**src/rtl/adc_capture_ctrl_pkg.sv**
```systemverilog
// ---------------------------------------------------------------------------
// adc_capture_ctrl_pkg
// Shared definitions for the acquisition sequencer: FSM state encoding (the
// numeric codes are visible on state_out and are also decoded by the
// register-map block) and a small helper.
// ---------------------------------------------------------------------------
package adc_capture_ctrl_pkg;

    typedef enum logic [2:0] {
        ST_IDLE      = 3'd0,
        ST_PRETRIG   = 3'd1,
        ST_WAIT_TRIG = 3'd2,
        ST_POST      = 3'd3,
        ST_DONE      = 3'd4
    } cap_state_e;

    // States in which the ADC stage is enabled and beats are forwarded.
    function automatic logic is_capturing(input cap_state_e s);
        return (s == ST_PRETRIG) || (s == ST_WAIT_TRIG) || (s == ST_POST);
    endfunction

endpackage

```
**src/rtl/capture_trig_detect.sv**
```systemverilog
// ---------------------------------------------------------------------------
// capture_trig_detect
// Level/edge trigger comparator. Keeps the previous watched-channel sample and
// a valid flag; hit is asserted when the current sample crosses the level in
// the selected direction relative to that previous sample.
// Ports:
//   aclk, aresetn   clock, async active-low reset
//   clear           drops the prev-valid flag (new capture armed)
//   sample_en       current sample is an accepted watched-channel beat
//   cur             current sample
//   level           threshold (unsigned)
//   falling         0 = rising edge, 1 = falling edge
//   hit             combinational crossing indication for cur
// ---------------------------------------------------------------------------
module capture_trig_detect #(
    parameter int DW = 16
) (
    input  logic          aclk,
    input  logic          aresetn,
    input  logic          clear,
    input  logic          sample_en,
    input  logic [DW-1:0] cur,
    input  logic [DW-1:0] level,
    input  logic          falling,
    output logic          hit
);

    logic [DW-1:0] prev_q, prev_d;
    logic          prev_valid_q, prev_valid_d;

    always_comb begin
        prev_d       = prev_q;
        prev_valid_d = prev_valid_q;
        if (clear) begin
            prev_valid_d = 1'b0;
        end else if (sample_en) begin
            prev_d       = cur;
            prev_valid_d = 1'b1;
        end
    end

    always_ff @(posedge aclk or negedge aresetn) begin
        if (!aresetn) begin
            prev_q       <= '0;
            prev_valid_q <= 1'b0;
        end else begin
            prev_q       <= prev_d;
            prev_valid_q <= prev_valid_d;
        end
    end

    // Without a previous sample there is no edge to detect.
    assign hit = prev_valid_q &&
                 (falling ? ((prev_q >= level) && (cur <  level))
                          : ((prev_q <  level) && (cur >= level)));

endmodule

```
**src/rtl/adc_capture_ctrl.sv**
```systemverilog
// ---------------------------------------------------------------------------
// adc_capture_ctrl
// Acquisition sequencer for one oscilloscope channel pair. Arms on request,
// enables the ADC stage, forwards a pre-trigger run-in, waits for a level/edge
// trigger (or force_trig), forwards post_len further beats, closes the frame
// with tlast and parks in DONE.
// Ports:
//   aclk, aresetn                  clock, async active-low reset
//   arm, abort, force_trig         1-cycle control pulses
//   trig_level, trig_falling       trigger threshold and edge select
//   pre_len, post_len              run-in / post-trigger lengths (sampled on arm)
//   adc_ce                         ADC stage enable
//   s_t*                           upstream AXI-Stream slave
//   m_t*                           downstream AXI-Stream master (1 register stage)
//   state_out                      current FSM state code
//   done                           1-cycle pulse on entry to DONE
// ---------------------------------------------------------------------------
module adc_capture_ctrl
    import adc_capture_ctrl_pkg::*;
#(
    parameter int DW_BUS  = 16,
    parameter int CW      = 16,
    parameter bit TRIG_ID = 1'b0
) (
    input  logic              aclk,
    input  logic              aresetn,
    input  logic              arm,
    input  logic              abort,
    input  logic              force_trig,
    input  logic [DW_BUS-1:0] trig_level,
    input  logic              trig_falling,
    input  logic [CW-1:0]     pre_len,
    input  logic [CW-1:0]     post_len,
    output logic              adc_ce,
    input  logic [DW_BUS-1:0] s_tdata,
    input  logic              s_tid,
    input  logic              s_tvalid,
    output logic              s_tready,
    output logic [DW_BUS-1:0] m_tdata,
    output logic              m_tid,
    output logic              m_tuser,
    output logic              m_tlast,
    output logic              m_tvalid,
    input  logic              m_tready,
    output logic [2:0]        state_out,
    output logic              done
);

    cap_state_e        state_q, state_d;
    logic [CW-1:0]     pre_len_q, pre_len_d;
    logic [CW-1:0]     post_len_q, post_len_d;
    logic [CW-1:0]     cnt_q, cnt_d;          // pre count in PRETRIG, post count in POST
    logic              force_pend_q, force_pend_d;
    logic [DW_BUS-1:0] m_tdata_q, m_tdata_d;
    logic              m_tid_q, m_tid_d;
    logic              m_tuser_q, m_tuser_d;
    logic              m_tlast_q, m_tlast_d;
    logic              m_tvalid_q, m_tvalid_d;
    logic              done_q, done_d;

    logic              capturing;
    logic              out_free;
    logic              accept;
    logic              arm_ok;
    logic              trig_sample;
    logic              trig_hit;
    logic              trig_fire;
    logic [CW-1:0]     cnt_inc;

    assign capturing   = is_capturing(state_q);
    assign out_free    = !m_tvalid_q || m_tready;
    // abort closes the input on the same cycle it is seen.
    assign accept      = capturing && s_tvalid && out_free && !abort;
    assign arm_ok      = arm && !abort && ((state_q == ST_IDLE) || (state_q == ST_DONE));
    assign trig_sample = accept && (s_tid == TRIG_ID);
    assign trig_fire   = (state_q == ST_WAIT_TRIG) && accept &&
                         (force_pend_q || force_trig || (trig_sample && trig_hit));
    assign cnt_inc     = (cnt_q == {CW{1'b1}}) ? cnt_q : cnt_q + 1'b1;

    capture_trig_detect #(
        .DW (DW_BUS)
    ) u_trig (
        .aclk      (aclk),
        .aresetn   (aresetn),
        .clear     (arm_ok),
        .sample_en (trig_sample),
        .cur       (s_tdata),
        .level     (trig_level),
        .falling   (trig_falling),
        .hit       (trig_hit)
    );

    always_comb begin
        state_d      = state_q;
        pre_len_d    = pre_len_q;
        post_len_d   = post_len_q;
        cnt_d        = cnt_q;
        force_pend_d = force_pend_q;
        m_tdata_d    = m_tdata_q;
        m_tid_d      = m_tid_q;
        m_tuser_d    = m_tuser_q;
        m_tlast_d    = m_tlast_q;
        m_tvalid_d   = m_tvalid_q;

        // Output register: load on accept, otherwise drain on m_tready.
        if (accept) begin
            m_tdata_d  = s_tdata;
            m_tid_d    = s_tid;
            m_tuser_d  = trig_fire;
            m_tlast_d  = (trig_fire && (post_len_q == '0)) ||
                         ((state_q == ST_POST) && (cnt_inc == post_len_q));
            m_tvalid_d = 1'b1;
        end else if (m_tready) begin
            m_tvalid_d = 1'b0;
        end

        unique case (state_q)
            ST_IDLE, ST_DONE: begin
                if (arm_ok) begin
                    state_d      = ST_PRETRIG;
                    pre_len_d    = pre_len;
                    post_len_d   = post_len;
                    cnt_d        = '0;
                    force_pend_d = 1'b0;
                end
            end
            ST_PRETRIG: begin
                // Triggering is only evaluated from WAIT_TRIG, so a crossing on
                // the beat that completes the run-in is ignored by construction.
                if (accept) begin
                    cnt_d = cnt_inc;
                    if (cnt_inc >= pre_len_q) begin
                        state_d = ST_WAIT_TRIG;
                    end
                end
            end
            ST_WAIT_TRIG: begin
                if (force_trig) begin
                    force_pend_d = 1'b1;
                end
                if (trig_fire) begin
                    cnt_d        = '0;
                    force_pend_d = 1'b0;
                    state_d      = (post_len_q == '0) ? ST_DONE : ST_POST;
                end
            end
            ST_POST: begin
                if (accept) begin
                    cnt_d = cnt_inc;
                    if (cnt_inc == post_len_q) begin
                        state_d = ST_DONE;
                    end
                end
            end
            default: state_d = ST_IDLE;
        endcase

        if (abort) begin
            state_d      = ST_IDLE;
            force_pend_d = 1'b0;
            // A stalled beat becomes the end of the truncated frame.
            if (m_tvalid_q && !m_tready) begin
                m_tlast_d = 1'b1;
            end
        end

        done_d = (state_d == ST_DONE) && (state_q != ST_DONE);
    end

    always_ff @(posedge aclk or negedge aresetn) begin
        if (!aresetn) begin
            state_q      <= ST_IDLE;
            pre_len_q    <= '0;
            post_len_q   <= '0;
            cnt_q        <= '0;
            force_pend_q <= 1'b0;
            m_tdata_q    <= '0;
            m_tid_q      <= 1'b0;
            m_tuser_q    <= 1'b0;
            m_tlast_q    <= 1'b0;
            m_tvalid_q   <= 1'b0;
            done_q       <= 1'b0;
        end else begin
            state_q      <= state_d;
            pre_len_q    <= pre_len_d;
            post_len_q   <= post_len_d;
            cnt_q        <= cnt_d;
            force_pend_q <= force_pend_d;
            m_tdata_q    <= m_tdata_d;
            m_tid_q      <= m_tid_d;
            m_tuser_q    <= m_tuser_d;
            m_tlast_q    <= m_tlast_d;
            m_tvalid_q   <= m_tvalid_d;
            done_q       <= done_d;
        end
    end

    assign adc_ce    = capturing;
    assign s_tready  = capturing ? (out_free && !abort) : 1'b1;
    assign m_tdata   = m_tdata_q;
    assign m_tid     = m_tid_q;
    assign m_tuser   = m_tuser_q;
    assign m_tlast   = m_tlast_q;
    assign m_tvalid  = m_tvalid_q;
    assign state_out = state_q;
    assign done      = done_q;

endmodule

```
**config.mk**
```make
export PLATFORM = sky130hd
export DESIGN_NAME = adc_capture_ctrl
export DESIGN_NICKNAME = d
export VERILOG_FILES = /design/src/rtl/adc_capture_ctrl_pkg.sv /design/src/rtl/capture_trig_detect.sv /design/src/rtl/adc_capture_ctrl.sv
export SDC_FILE = /design/constraint.sdc
export NUM_CORES = 1
export LEC_CHECK = 0
export BUFFER_PORTS_ARGS = -buffer_cell sky130_fd_sc_hd__buf_2
export CELL_PAD_IN_SITES_DETAIL_PLACEMENT = 2
export CELL_PAD_IN_SITES_GLOBAL_PLACEMENT = 2
export CORE_MARGIN = 3
export CORE_UTILIZATION = 38
export CTS_CLUSTER_DIAMETER = 40
export DETAILED_ROUTE_END_ITERATION = 8
export PLACE_DENSITY = 0.86
export SLEW_MARGIN = 5
export SYNTH_ARGS = -nofsm -noshare
export SYNTH_HDL_FRONTEND = slang
export SYNTH_SLANG_ARGS = --single-unit
```
**constraint.sdc**
```tcl
create_clock -name aclk -period 8.3 [get_ports aclk]
set_input_delay 0.415 -clock aclk [delete_from_list [all_inputs] [get_ports aclk]]
set_output_delay 0.415 -clock aclk [all_outputs]
set_load 0.01 [all_outputs]
```
# Yosys cells after proc, flatten, opt, wreduce, memory -nomap -nowiden
# Index checks and enable logic that the tools add are counted.
dict set report totals {
  reg_bits 90
  in_bits 73
}
dict set report classes {
  add_sub_neg 1
  n_lt_le_gt_ge 5
  eq_ne 13
  mux 28
  bitwise 2
  reduce_logical 39
}
# cell n
set op_table {}
lappend op_table {{$mux W16} 4}
lappend op_table {{$ge A16 B16 Y1} 3}
lappend op_table {{$pmux W16 S3} 1}
lappend op_table {{$lt A16 B16 Y1} 2}
lappend op_table {{$mux W3} 8}
lappend op_table {{$logic_and A1 B1 Y1} 17}
lappend op_table {{$add A16 B1 Y16 const B} 1}
lappend op_table {{$eq A16 B16 Y1} 1}
lappend op_table {{$eq A16 B16 Y1 const B} 1}
lappend op_table {{$logic_not A16 Y1} 1}
lappend op_table {{$mux W1} 13}
lappend op_table {{$pmux W3 S4} 1}
lappend op_table {{$logic_or A1 B1 Y1} 7}
lappend op_table {{$eq A3 B2 Y1 const B} 2}
lappend op_table {{$eq A3 B3 Y1 const B} 2}
lappend op_table {{$ne A3 B3 Y1 const B} 2}
lappend op_table {{$reduce_bool A3 Y1} 2}
lappend op_table {{$ne A2 B2 Y1 const B} 2}
lappend op_table {{$ne A4 B4 Y1 const B} 1}
lappend op_table {{$reduce_and A2 Y1} 2}
lappend op_table {{$reduce_and A4 Y1} 1}
lappend op_table {{$reduce_bool A2 Y1} 2}
lappend op_table {{$reduce_or A2 Y1} 2}
lappend op_table {{$eq A3 B1 Y1 const B} 1}
lappend op_table {{6 further kinds} 9}

# Longest topological paths before layout
# Gate-level depths: netlist of the first run.
dict set report depth {
  word_depth 15
  depth_mapped 15
  ltp_nobuf 13
}

# Cells and area by module
# From an unflattened synthesis of the first run, not the netlist that was laid out.
dict set report hier_totals {
  cells_unflattened 643
  area_unflattened_um2 5994.5
}
# module n_inst cells_per_inst area_each_um2 seq_area_each_um2
set by_module_without_submodules {}
lappend by_module_without_submodules {adc_capture_ctrl 1 498 4568.1 1826.8}
lappend by_module_without_submodules {capture_trig_detect 1 145 1426.4 425.4}

# Least setup slack after synthesis of the first run
# OpenSTA, ideal clock, no wires.
dict set report synth_path {
  path_kind {register -> register}
  startpoint {register cnt_q[0]}
  endpoint {register state_q[1], in the netlist state_out[1]}
  setup_ns 0.120
  arrival_time_ns 2.837
  required_ns 8.180
  path_slack_ns 5.343
  stages_incl_launch_ff 16
  path_buffers 2
  period_less_slack_ns 2.957
  path_cell_list {dfrtp_1 -> ha_1 -> buf_2 -> and3_1 -> buf_2 -> nand4_2 -> xnor2_1 -> ha_1 -> nand2b_1 -> a21o_1 -> a21oi_1 -> nor3b_1 -> o41ai_1 -> a211o_1 -> a21oi_1 -> a31o_1}
}
dict set report synth_between {
  elab_chain_len 7
}
# element line
set synth_rtl {}
lappend synth_rtl {{start: declaration} adc_capture_ctrl.sv:52} ;# logic [CW-1:0] cnt_q, cnt_d;
lappend synth_rtl {{start signal: assignment} adc_capture_ctrl.sv:187} ;# cnt_q <= cnt_d;
lappend synth_rtl {{$add A16 B1 Y16 or $eq A16 B16 Y1 (tied branches)} adc_capture_ctrl.sv:78} ;# assign cnt_inc = (cnt_q == {CW{1'b1}}) ? cnt_q : cnt_q + 1'b1;
lappend synth_rtl {{$mux W16 (*)} adc_capture_ctrl.sv:78}
lappend synth_rtl {{$ge A16 B16 Y1 or $eq A16 B16 Y1 (tied branches)} {adc_capture_ctrl.sv:132, adc_capture_ctrl.sv:150}}
lappend synth_rtl {{$mux W3 (on tied branches)} {adc_capture_ctrl.sv:132, adc_capture_ctrl.sv:150}}
lappend synth_rtl {{$mux W3 (on tied branches)} {adc_capture_ctrl.sv:130, adc_capture_ctrl.sv:148}}
lappend synth_rtl {{$pmux W3 S4 (*)} adc_capture_ctrl.sv:117} ;# unique case (state_q)
lappend synth_rtl {{$mux W3 (*)} adc_capture_ctrl.sv:158} ;# if (abort) begin
lappend synth_rtl {{net state_d[1]} adc_capture_ctrl.sv:49} ;# cap_state_e state_q, state_d;
lappend synth_rtl {{end signal: assignment} adc_capture_ctrl.sv:184} ;# state_q <= state_d;
lappend synth_rtl {{end: declaration} adc_capture_ctrl.sv:49}
# The timed path passes the listed nets; every way through them passes the cells marked *.
# A chain may end at the register's enable or synchronous reset.

# Worst setup path in the final report of the first run
dict set report layout_path {
  startpoint {register cnt_q[4]}
  endpoint {register state_q[1], in the netlist state_out[1]}
}
# The elaborated chain is that of the path after synthesis.

==> impl_metrics.py, run 1 <==
metrics = {
    "synth": {
        "synth_nets": 760,
        "synth_cell_types": 70,
        "ys_warn_count": 0,
        "ys_seq_area_share_pct": 38.1,
        "syn_inst": 638,
        "synth.avg_cell_area_um2": 9.27,
        "synth_edf_count": 0,
        "async_flop_share_pct": 100,
        "ys_seq_elements": 90,
        "synth_ff_type": "dfrtp_1",
        "synth.cell_area_mm2": 0.00591,
    },
    "critical_path": {
        "start_kind": "flip-flop",
        "critical_path.max_fanout": 14,
        "cp-end-kind": "flip-flop",
        "worstPathRequired_ns": 8.54,
        "crit_arrival_ns": 3.87,
        "path_class": "flip-flop to flip-flop",
    },
    "cts": {
        "clk_latency_ns": 0.36,
        "cts.reportedPaths.clkPinSlew_ns": 0.07,
        "numClockSinks": 90,
        "htreeDepth": 3,
        "cts_made_buffers": 9,
        "cts_tree": "yes",
        "clock_path_buffers": 2,
        "root_buffer": "clkbuf_16",
        "cts_resized": 0,
    },
    "floorplanning": {
        "die_h_um": 131,
        "dieArea_mm2": 0.0171,
        "design.core.area_mm2": 0.0149,
        "ios": 99,
        "die_w_um": 131,
        "start_util_pct": 39.8,
        "num_rows": 44,
    },
    "grt": {
        "grt_pass1_wl_mm": 32.8,
        "grt.met2_usage_pct": 44.8,
        "met1_usage_pct": 29.3,
        "grt.overflow.total": 0,
        "use_met3_pct": 4.72,
        "antenna_found_initial": 1,
        "grt.total_usage_pct": 25.0,
        "grt_max_degree": 63,
        "grt_pass1_vias": 6017,
        "grt.busiest_layer": "met2",
    },
    "sta": {
        "rsz0062_at_grt": "false",
        "hold_violations": 0,
        "worstMarginPinSlew_ns": 1.11,
        "setup_violations": 0,
        "fmax_ghz": 0.275,
        "finalCriticalPeriod_ns": 3.63,
        "setup_tns_ns": 0,
        "drv_slew": 0,
        "skew_ns": 0.0132,
        "fin_crit_sh_pct": 43.7,
        "slew_headroom_pct": 25.9,
    },
    "layout": {
        "fillers": 1610,
        "drive_gt1_share_pct": 22.8,
        "mostFrequentLayoutCells": "nand2_1 (97), buf_2 (97), dfrtp_1 (90), ha_1 (49), inv_1 (44)",
        "fin_area_mm2": 0.00688,
        "seqCellArea_mm2": 0.00225,
        "layout.nets": 849,
        "syn_to_final_growth_pct": 16.4,
        "multi_input_area_mm2": 0.00337,
    },
    "place": {
        "io_buffers": 98,
        "finalWeightedCongestion": 0.912,
        "dpl-instance-area_mm2": 0.00656,
        "hpwlAfterDp_mm": 15.4,
    },
    "power": {
        "p_per_area_mw_per_mm2": 212,
        "leakage_nw": 3.31,
        "vdd_drop_max_mv": 0.113,
    },
    "routing": {
        "wl_per_cell_um": 22.1,
        "firstDrtPassIters": 4,
        "drt-total-wl_mm": 20.3,
        "drc": 0,
        "drtIter0Drc": 257,
        "antenna_left": 0,
        "num_vias": 5292,
        "via_per_inst": 5.77,
    },
    "run": {
        "maxCapViolCount": 0,
    },
    "status": {
        "status": "completed",
    },
    "worst_hold_path": {
        "min_path_type": "input pin to flip-flop",
    },
}
==> sequential cells by signal, summed over array words and instances (netlist names) <==
name,flops
cnt_q,16
m_tdata,16
post_len_q,16
pre_len_q,16
u_trig.prev_q,16
state_out,3
done,1
force_pend_q,1
m_tid,1
m_tlast,1
m_tuser,1
m_tvalid,1
u_trig.prev_valid_q,1
==> power breakdown <==
part           switching, mW  total, mW  internal [mW]
Combinational          0.226      0.404          0.178
Clock                  0.185      0.449          0.264
Sequential            0.0764      0.606          0.530
==> per-stage QoR <==
stage | worst slack [ns] | util [%] | power (mW) | instances | hold WS [ns]
after CTS | 4.77 | 46.3 | 1.48 | 916 | 0.263
after global routing | 4.37 | 46.3 | 1.56 | 917 | 0.271
after detailed placement | 4.81 | 44.1 | 1.01 | 899 | 0.374
final | 4.67 | 46.3 | 1.46 | 917 | 0.270
after global placement | 4.90 | 44.1 | 0.979 | 899 | 0.356
after floorplan | 5.34 | - | 0.842 | 638 | 0.119
==> metal layers <==
metal  share of wire (%)  up-vias  wire length [µm]
met5                   0        -                 0
met4                 3.1        0               622
met3                 4.3       42               867
met2                  52      126             10700
met1                  40     2662              8160
li1                    -     2462                 -
==> cell type report <==
| type | instances | share of cell area, % |
|---|---|---|
| sequential | 90 | 32.7 |
| clock inverter | 5 | 1.15 |
| timing repair buffer | 105 | 7.97 |
| antenna | 1 | 0.0364 |
| inverter | 44 | 2.40 |
| multi-input combinational | 477 | 49.0 |
| clock buffer | 11 | 3.38 |
| tap | 184 | 3.35 |
==> worst max-delay path, cell delays in order (launching register included) <==
cell and delay (ns):
dfrtp_1 0.60, nand4_2 0.45, nor4_1 0.80, nor2_1 0.11
xnor2_1 0.16, o211ai_1 0.21, or3b_1 0.36, or4_1 0.56
a31o_1 0.27
==> path summary, 6_finish.rpt <==
check | slack (ns) | depth (start not counted) | end | startpoint
min in group asynchronous | 0.54 | 2 | u_trig.prev_q[0] | aresetn
worst min register to register | 0.47 | 2 | m_tdata[11] | m_tdata[11]
worst max register to register | 4.67 | 8 | state_out[1] | cnt_q[4]
worst min-delay path | 0.27 | 3 | pre_len_q[9] | pre_len[9]
worst max-delay path | 4.67 | 8 | state_out[1] | cnt_q[4]
max in group asynchronous | 6.57 | 3 | m_tdata[12] | aresetn
==> cells by family (layout without fill, tap and decap cells) <==
| family | after synthesis | count (layout) | share of synthesized area, % |
|---|---|---|---|
| fa+ha+maj | 49 | 49 | 10.4 |
| buf+inv | 71 | 165 | 5.02 |
| compound gates | 121 | 121 | 13.9 |
| other cells | 0 | 1 | 0 |
| mux | 34 | 34 | 6.46 |
| flops | 90 | 90 | 38.1 |
| simple gates | 247 | 247 | 22.0 |
| xor+xnor | 26 | 26 | 4.08 |
==> cells in the mapped netlist, types with 2 or more instances <==
master,n,share of area (%)
or4_1,3,0.38
o21a_1,3,0.38
o22ai_1,4,0.42
o2111a_1,2,0.38
o22a_1,2,0.30
nor2b_1,3,0.32
nand4_1,18,1.9
o211ai_1,4,0.51
or3b_2,2,0.30
nor4_1,16,1.7
inv_1,44,2.8
nand4_2,3,0.63
nand2_1,97,6.2
o21ai_1,2,0.17
nor2_1,30,1.9
mux2_2,33,6.3
a211oi_1,3,0.38
a31oi_1,2,0.21
nor4_2,2,0.42
and2_1,4,0.42
o21ai_0,36,3.0
xor2_1,8,1.2
clkbuf_1,14,0.89
buf_2,9,0.76
nand3b_1,2,0.25
a21oi_1,24,2.0
and3_1,8,0.85
xnor2_1,17,2.5
a211o_1,2,0.30
nor4b_1,2,0.30
a22o_1,14,2.1
and4_1,3,0.44
or3_1,4,0.42
dfrtp_1,90,38
nor3_1,10,0.85
a21o_1,6,0.76
nand2b_1,11,1.2
buf_6,2,0.38
nand3_1,19,1.6
a2111oi_0,2,0.30
ha_1,49,10
==> timing repair <==
action	in CTS	in global routing
endpoints found under the hold margin	1	0
hold buffers	1	0
setup buffers	0	0
No activity file was read; power rests on OpenSTA's default activity.
==> inputs of run 2 (changes only) <==
ABC_AREA = 1   (was unset)
CORE_UTILIZATION = 29   (was 38)
PLACE_DENSITY = 0.77   (was 0.86)
clock period = 3 ns   (was 8.3 ns; I/O delays follow)
==> impl_metrics.py, run 2 <==
metrics = {
    "grt": {
        "grt.busiest_layer": "met2",
        "grt.overflow.total": 0,
        "grt_pass1_vias": 5957,
        "grt.met2_usage_pct": 30.8,
        "grt_max_degree": 65,
        "grt.total_usage_pct": 19.0,
        "met1_usage_pct": 27.0,
        "grt_pass1_wl_mm": 32.8,
        "use_met3_pct": 2.47,
        "antenna_found_initial": 0,
    },
    "critical_path": {
        "reg2reg_depth": 16,
        "critical_path.max_fanout": 27,
        "cp-end-kind": "flip-flop",
        "path_class": "flip-flop to flip-flop",
        "worstPathRequired_ns": 3.27,
        "crit_arrival_ns": 3.03,
        "start_kind": "flip-flop",
        "reg2reg_from": "cnt_q[0]",
        "worstSetupStartpoint": "cnt_q[0]",
    },
    "power": {
        "p_per_area_mw_per_mm2": 506,
        "clockPowerShare_pct": 31.1,
        "pwr-share-seq_pct": 44.1,
        "swShare_pct": 33.0,
        "comb_power_share_pct": 24.8,
        "p_int_mw": 2.34,
        "leakage_nw": 3.69,
        "vdd_drop_max_mv": 0.283,
        "p_switching_mw": 1.16,
    },
    "synth": {
        "ys_top_cells_by_area": "dfrtp_1 (39%), nand2_1 (15%), ha_1 (11%), inv_1 (6.5%), o21ai_0 (6.2%)",
        "synth_cell_types": 35,
        "synth_nets": 900,
        "yosysMostFrequentCell": "nand2_1",
        "async_flop_share_pct": 100,
        "synth_edf_count": 0,
        "synth_top_area_cell": "dfrtp_1",
        "synth_top_area_share_pct": 39.1,
        "synth.cell_area_mm2": 0.00576,
        "ys_seq_elements": 90,
        "ys_seq_area_share_pct": 39.1,
        "synth.avg_cell_area_um2": 7.40,
        "synth_common_cells": "nand2_1 (232), inv_1 (100), dfrtp_1 (90), o21ai_0 (71), nand3_1 (55)",
        "ys_warn_count": 0,
        "syn_inst": 778,
        "synth_ff_type": "dfrtp_1",
    },
    "floorplanning": {
        "dieArea_mm2": 0.0216,
        "num_rows": 50,
        "design.core.area_mm2": 0.0191,
        "die_h_um": 147,
        "die_w_um": 147,
        "start_util_pct": 30.2,
        "ios": 99,
    },
    "sta": {
        "fmax_ghz": 0.363,
        "slew_headroom_pct": 59.4,
        "fin_crit_sh_pct": 91.9,
        "finalCriticalPeriod_ns": 2.76,
        "worstMarginPinSlew_ns": 0.603,
        "hold_violations": 0,
        "setup_violations": 0,
        "timing.hold.ws_ns": 0.0140,
        "drv_slew": 0,
        "skew_ns": 0.00685,
    },
    "worst_hold_path": {
        "min_path_type": "input pin to flip-flop",
        "min_path_cells": 3,
        "min_from": "pre_len[9]",
    },
    "place": {
        "finalWeightedCongestion": 0.856,
        "dpl-instance-area_mm2": 0.00658,
        "io_buffers": 98,
        "hpwlAfterDp_mm": 15.7,
    },
    "cts": {
        "cts.reportedPaths.clkPinSlew_ns": 0.07,
        "htreeDepth": 3,
        "clk_latency_ns": 0.35,
        "cts_tree": "yes",
        "cts_made_buffers": 9,
        "root_buffer": "clkbuf_16",
        "clock_path_buffers": 2,
        "numClockSinks": 90,
    },
    "layout": {
        "layout.nets": 1003,
        "mostFrequentLayoutCells": "nand2_1 (232), inv_1 (99), buf_2 (97), dfrtp_1 (87), o21ai_0 (71)",
        "layout_commonest_cell": "nand2_1",
        "fin_area_mm2": 0.00692,
        "syn_to_final_growth_pct": 20.2,
        "antenna_cells": 0,
        "drive_gt1_share_pct": 18.3,
    },
    "routing": {
        "wl_per_cell_um": 17.6,
        "num_vias": 5475,
        "antenna_left": 0,
        "drt-total-wl_mm": 20.1,
        "firstDrtPassIters": 4,
        "drc": 0,
        "via_per_inst": 4.79,
        "drtIter0Drc": 241,
    },
    "run": {
        "maxCapViolCount": 0,
    },
    "status": {
        "status": "completed",
    },
}
run 2: changes by cell type after synthesis, sizes merged, moves of 12 or more:
cell / before / now
nand2b: 12 / 0
nand2: 97 / 242
nor4: 19 / 5
mux2: 33 / 0
o21ai: 38 / 71
a22o: 14 / 0
nor2: 30 / 58
nand3: 19 / 60
a21oi: 25 / 37
xnor2: 17 / 3
inv: 44 / 104
run 2: layer usage:
metal	up-vias	wire length [µm]	share of wire, %
li1	2706	-	-
met1	2684	9740	48
met2	75	9380	47
met3	10	821	4.1
met4	0	183	0.91
met5	-	0	0
run 2: per-stage QoR:
step           cells  utilization, %  setup WS [ns]  setup TNS, ns  power (mW)
6_report        1144            36.3          0.244              0        3.50
5_1_grt         1144            36.3        -0.0172        -0.0172        3.74
4_1_cts         1144            36.0         0.0289              0        3.56
3_5_place_dp    1128            34.5         0.0535              0        2.43
3_3_place_gp    1128            34.5          0.199              0        2.38
2_1_floorplan    778               -          0.547              0        2.04
run 2: cell type report:
class | count | area [µm²]
Fill cell | 2245 | 12200
Multi-Input combinational cell | 561 | 3040
Sequential cell | 90 | 2260
Timing Repair Buffer | 114 | 631
Inverter | 105 | 399
Tap cell | 260 | 325
Clock buffer | 12 | 256
Clock inverter | 2 | 13.8
run 2: worst max-delay path: stages (launching register included):
cell and delay (ns):
dfrtp_2 0.48, ha_4 0.21, inv_1 0.12, nor2_4 0.06
nand2_4 0.10, nor2_8 0.05, inv_6 0.19, nand2_1 0.14
ha_1 0.32, nand2_1 0.09, o21ai_0 0.26, a21oi_1 0.12
nand3_1 0.11, nand2_1 0.07, nor3_1 0.15, a21oi_1 0.06
a21oi_1 0.13
run 2: worst paths after layout:
path	to	slack, ns
min in group asynchronous	cnt_q[5]	0.32
hold / removal	pre_len_q[9]	0.01
setup reg to reg	state_out[1]	0.24
hold reg to reg	m_tdata[4]	0.48
setup / recovery	state_out[1]	0.24
max in group asynchronous	state_out[0]	1.96
run 2: kinds of logic (layout without fill, tap and decap cells):
| family | after synthesis | count (layout) | synth area share (%) |
|---|---|---|---|
| AOI/OAI and AO/OA | 118 | 118 | 10.7 |
| xor gates and xnor gates | 7 | 7 | 1.07 |
| adders and majority gates | 49 | 49 | 10.7 |
| buffers and inverters | 127 | 233 | 8.80 |
| DFF | 90 | 90 | 39.1 |
| and+or+nand+nor | 387 | 387 | 29.7 |
run 2: what timing repair did:
item / 4_1_cts / 5_1_grt
resized for setup: 1 / 11
setup endpoints to repair: 2 / 2
buffers inserted: 0 / 0
hold endpoints to repair: 38 / 0
hold buffers: 2 / 0
run 2: power groups by stage:
stage          registers (mW)  logic [mW]  clock network, mW
3_3_place_gp             1.55       0.828                  0
5_1_grt                  1.57        1.01               1.17
2_1_floorplan            1.55       0.492                  0
6_report                 1.54       0.868               1.09
4_1_cts                  1.54       0.886               1.13
3_5_place_dp             1.56       0.870                  0
==> inputs of run 3 (changes only) <==
BUFFER_PORTS_ARGS = -buffer_cell sky130_fd_sc_hd__buf_4   (was -buffer_cell sky130_fd_sc_hd__buf_2)
==> impl_metrics.py, run 3 (synthesized netlist as in run 2, its figures left out) <==
metrics = {
    "sta": {
        "fin_crit_sh_pct": 91.7,
        "rsz0062_at_grt": "false",
        "slew_headroom_pct": 59.2,
        "worstMarginPinSlew_ns": 0.607,
        "drv_slew": 0,
        "hold_violations": 0,
        "skew_ns": 0.00768,
        "timing.hold.ws_ns": 0.0107,
        "setup_violations": 0,
        "setup_tns_ns": 0,
        "finalCriticalPeriod_ns": 2.75,
        "fmax_ghz": 0.363,
    },
    "critical_path": {
        "path_class": "flip-flop to flip-flop",
        "reg2reg_depth": 19,
        "cp-end-kind": "flip-flop",
        "crit_arrival_ns": 3.02,
        "timing.rr.end": "state_out[1]",
        "worstPathRequired_ns": 3.27,
        "start_kind": "flip-flop",
        "reg2reg_from": "cnt_q[0]",
        "r2r_slack_ns": 0.25,
        "critical_path.max_fanout": 7,
    },
    "floorplanning": {
        "start_util_pct": 30.2,
        "design.core.area_mm2": 0.0191,
        "num_rows": 50,
        "dieArea_mm2": 0.0216,
        "ios": 99,
        "die_h_um": 147,
        "die_w_um": 147,
    },
    "grt": {
        "use_met3_pct": 2.07,
        "grt.overflow.total": 0,
        "antenna_found_initial": 0,
        "grt.busiest_layer": "met2",
        "met1_usage_pct": 27.2,
        "grt.met2_usage_pct": 31.1,
        "grt.total_usage_pct": 19.1,
        "grt_pass1_wl_mm": 32.9,
        "grt_pass1_vias": 6079,
        "grt_max_degree": 91,
    },
    "cts": {
        "clock_path_buffers": 2,
        "htreeDepth": 3,
        "root_buffer": "clkbuf_16",
        "cts_made_buffers": 9,
        "clk_latency_ns": 0.35,
        "numClockSinks": 90,
        "cts_tree": "yes",
        "cts.reportedPaths.clkPinSlew_ns": 0.07,
    },
    "routing": {
        "via_per_inst": 4.81,
        "drc": 0,
        "antenna_left": 0,
        "drtIter0Drc": 185,
        "num_vias": 5518,
        "wl_per_cell_um": 17.6,
        "drt-total-wl_mm": 20.2,
        "firstDrtPassIters": 4,
    },
    "worst_hold_path": {
        "min_to": "pre_len_q[0]",
        "min_path_type": "input pin to flip-flop",
        "min_path_cells": 3,
        "min_from": "pre_len[0]",
    },
    "layout": {
        "fillers": 2291,
        "syn_to_final_growth_pct": 25.0,
        "drive_gt1_share_pct": 18.5,
        "layout_commonest_cell": "nand2_1",
        "layout.nets": 1005,
        "mostFrequentLayoutCells": "nand2_1 (232), buf_4 (112), inv_1 (99), dfrtp_1 (86), o21ai_0 (71)",
        "antenna_cells": 0,
    },
    "power": {
        "vdd_drop_max_mv": 0.269,
        "leakage_nw": 3.78,
        "p_per_area_mw_per_mm2": 508,
    },
    "place": {
        "io_buffers": 98,
        "hpwlAfterDp_mm": 15.8,
        "finalWeightedCongestion": 0.857,
    },
    "status": {
        "status": "completed",
    },
    "run": {
        "maxCapViolCount": 0,
    },
}
==> run 3: cell count changes in the layout (fill, tap and decap cells not counted), sizes merged <==
cell	change
dlygate4sd3	+1
clkinvlp	+1
bufinv	+1
buf	+1
==> run 3: what timing repair did <==
action,CTS,global route
gates resized for setup,0,11
hold endpoints to repair,93,0
hold buffers,3,0
setup endpoints to repair,0,2
buffers inserted,0,1
==> run 3: layout make-up <==
| class | instances | area [µm²] | area share, % |
|---|---|---|---|
| Multi-Input combinational cell | 561 | 3020 | 42.0 |
| Inverter | 105 | 399 | 5.55 |
| Timing Repair Buffer | 116 | 891 | 12.4 |
| Tap cell | 260 | 325 | 4.52 |
| Sequential cell | 90 | 2260 | 31.4 |
| Clock inverter | 4 | 51.3 | 0.713 |
| Clock buffer | 12 | 246 | 3.43 |
==> run 3: critical path: stages, from the launching register on <==
cell	delay, ns
dfrtp_2	0.46
ha_4	0.19
inv_1	0.07
nor2_4	0.14
nand2_4	0.09
nor2_8	0.14
nand2_1	0.09
nand2_1	0.14
inv_1	0.07
ha_1	0.29
a21oi_1	0.07
o21ai_0	0.17
nand2_1	0.08
o211ai_1	0.08
nand2_1	0.07
nand3_1	0.10
nand2_1	0.08
nor3_1	0.14
a21oi_1	0.06
a21oi_1	0.14
==> run 3: worst max-delay path by stage <==
stage,from,end,slack (ns),depth (start not counted)
5_1_grt,cnt_q[0],state_out[1],0.004,16
3_3_place_gp,cnt_q[0],state_out[1],0.18,18
3_5_place_dp,cnt_q[0],state_out[1],0.04,18
6_report,cnt_q[0],state_out[1],0.25,19
4_1_cts,cnt_q[0],state_out[1],0.009,18
2_1_floorplan,cnt_q[0],state_out[1],0.55,19
==> run 3: power breakdown <==
group	leakage (nW)	total, mW	internal (mW)	switching, mW
combinational	2.48	0.931	0.395	0.536
clock	0.143	1.18	0.671	0.511
sequential	1.15	1.54	1.41	0.132
total	3.78	3.66	2.48	1.18
==> run 3: metrics by stage <==
stage               area, µm²  power, mW  worst slack [ns]  util [%]  std cells
finish                   7190       3.66             0.249      37.7       1148
global route             7190       3.90           0.00397      37.7       1148
CTS                      7150       3.71           0.00851      37.5       1147
detailed placement       6820       2.50            0.0440      35.8       1128
global placement         6820       2.45             0.185      35.8       1128
floorplan                5760       2.04             0.547         -        778
==> run 3: routing by layer <==
metal / vias to the layer above / part of all wire [%]
li1: 2711 / -
met1: 2727 / 49
met2: 68 / 47
met3: 12 / 2.8
met4: 0 / 1.1
met5: - / 0
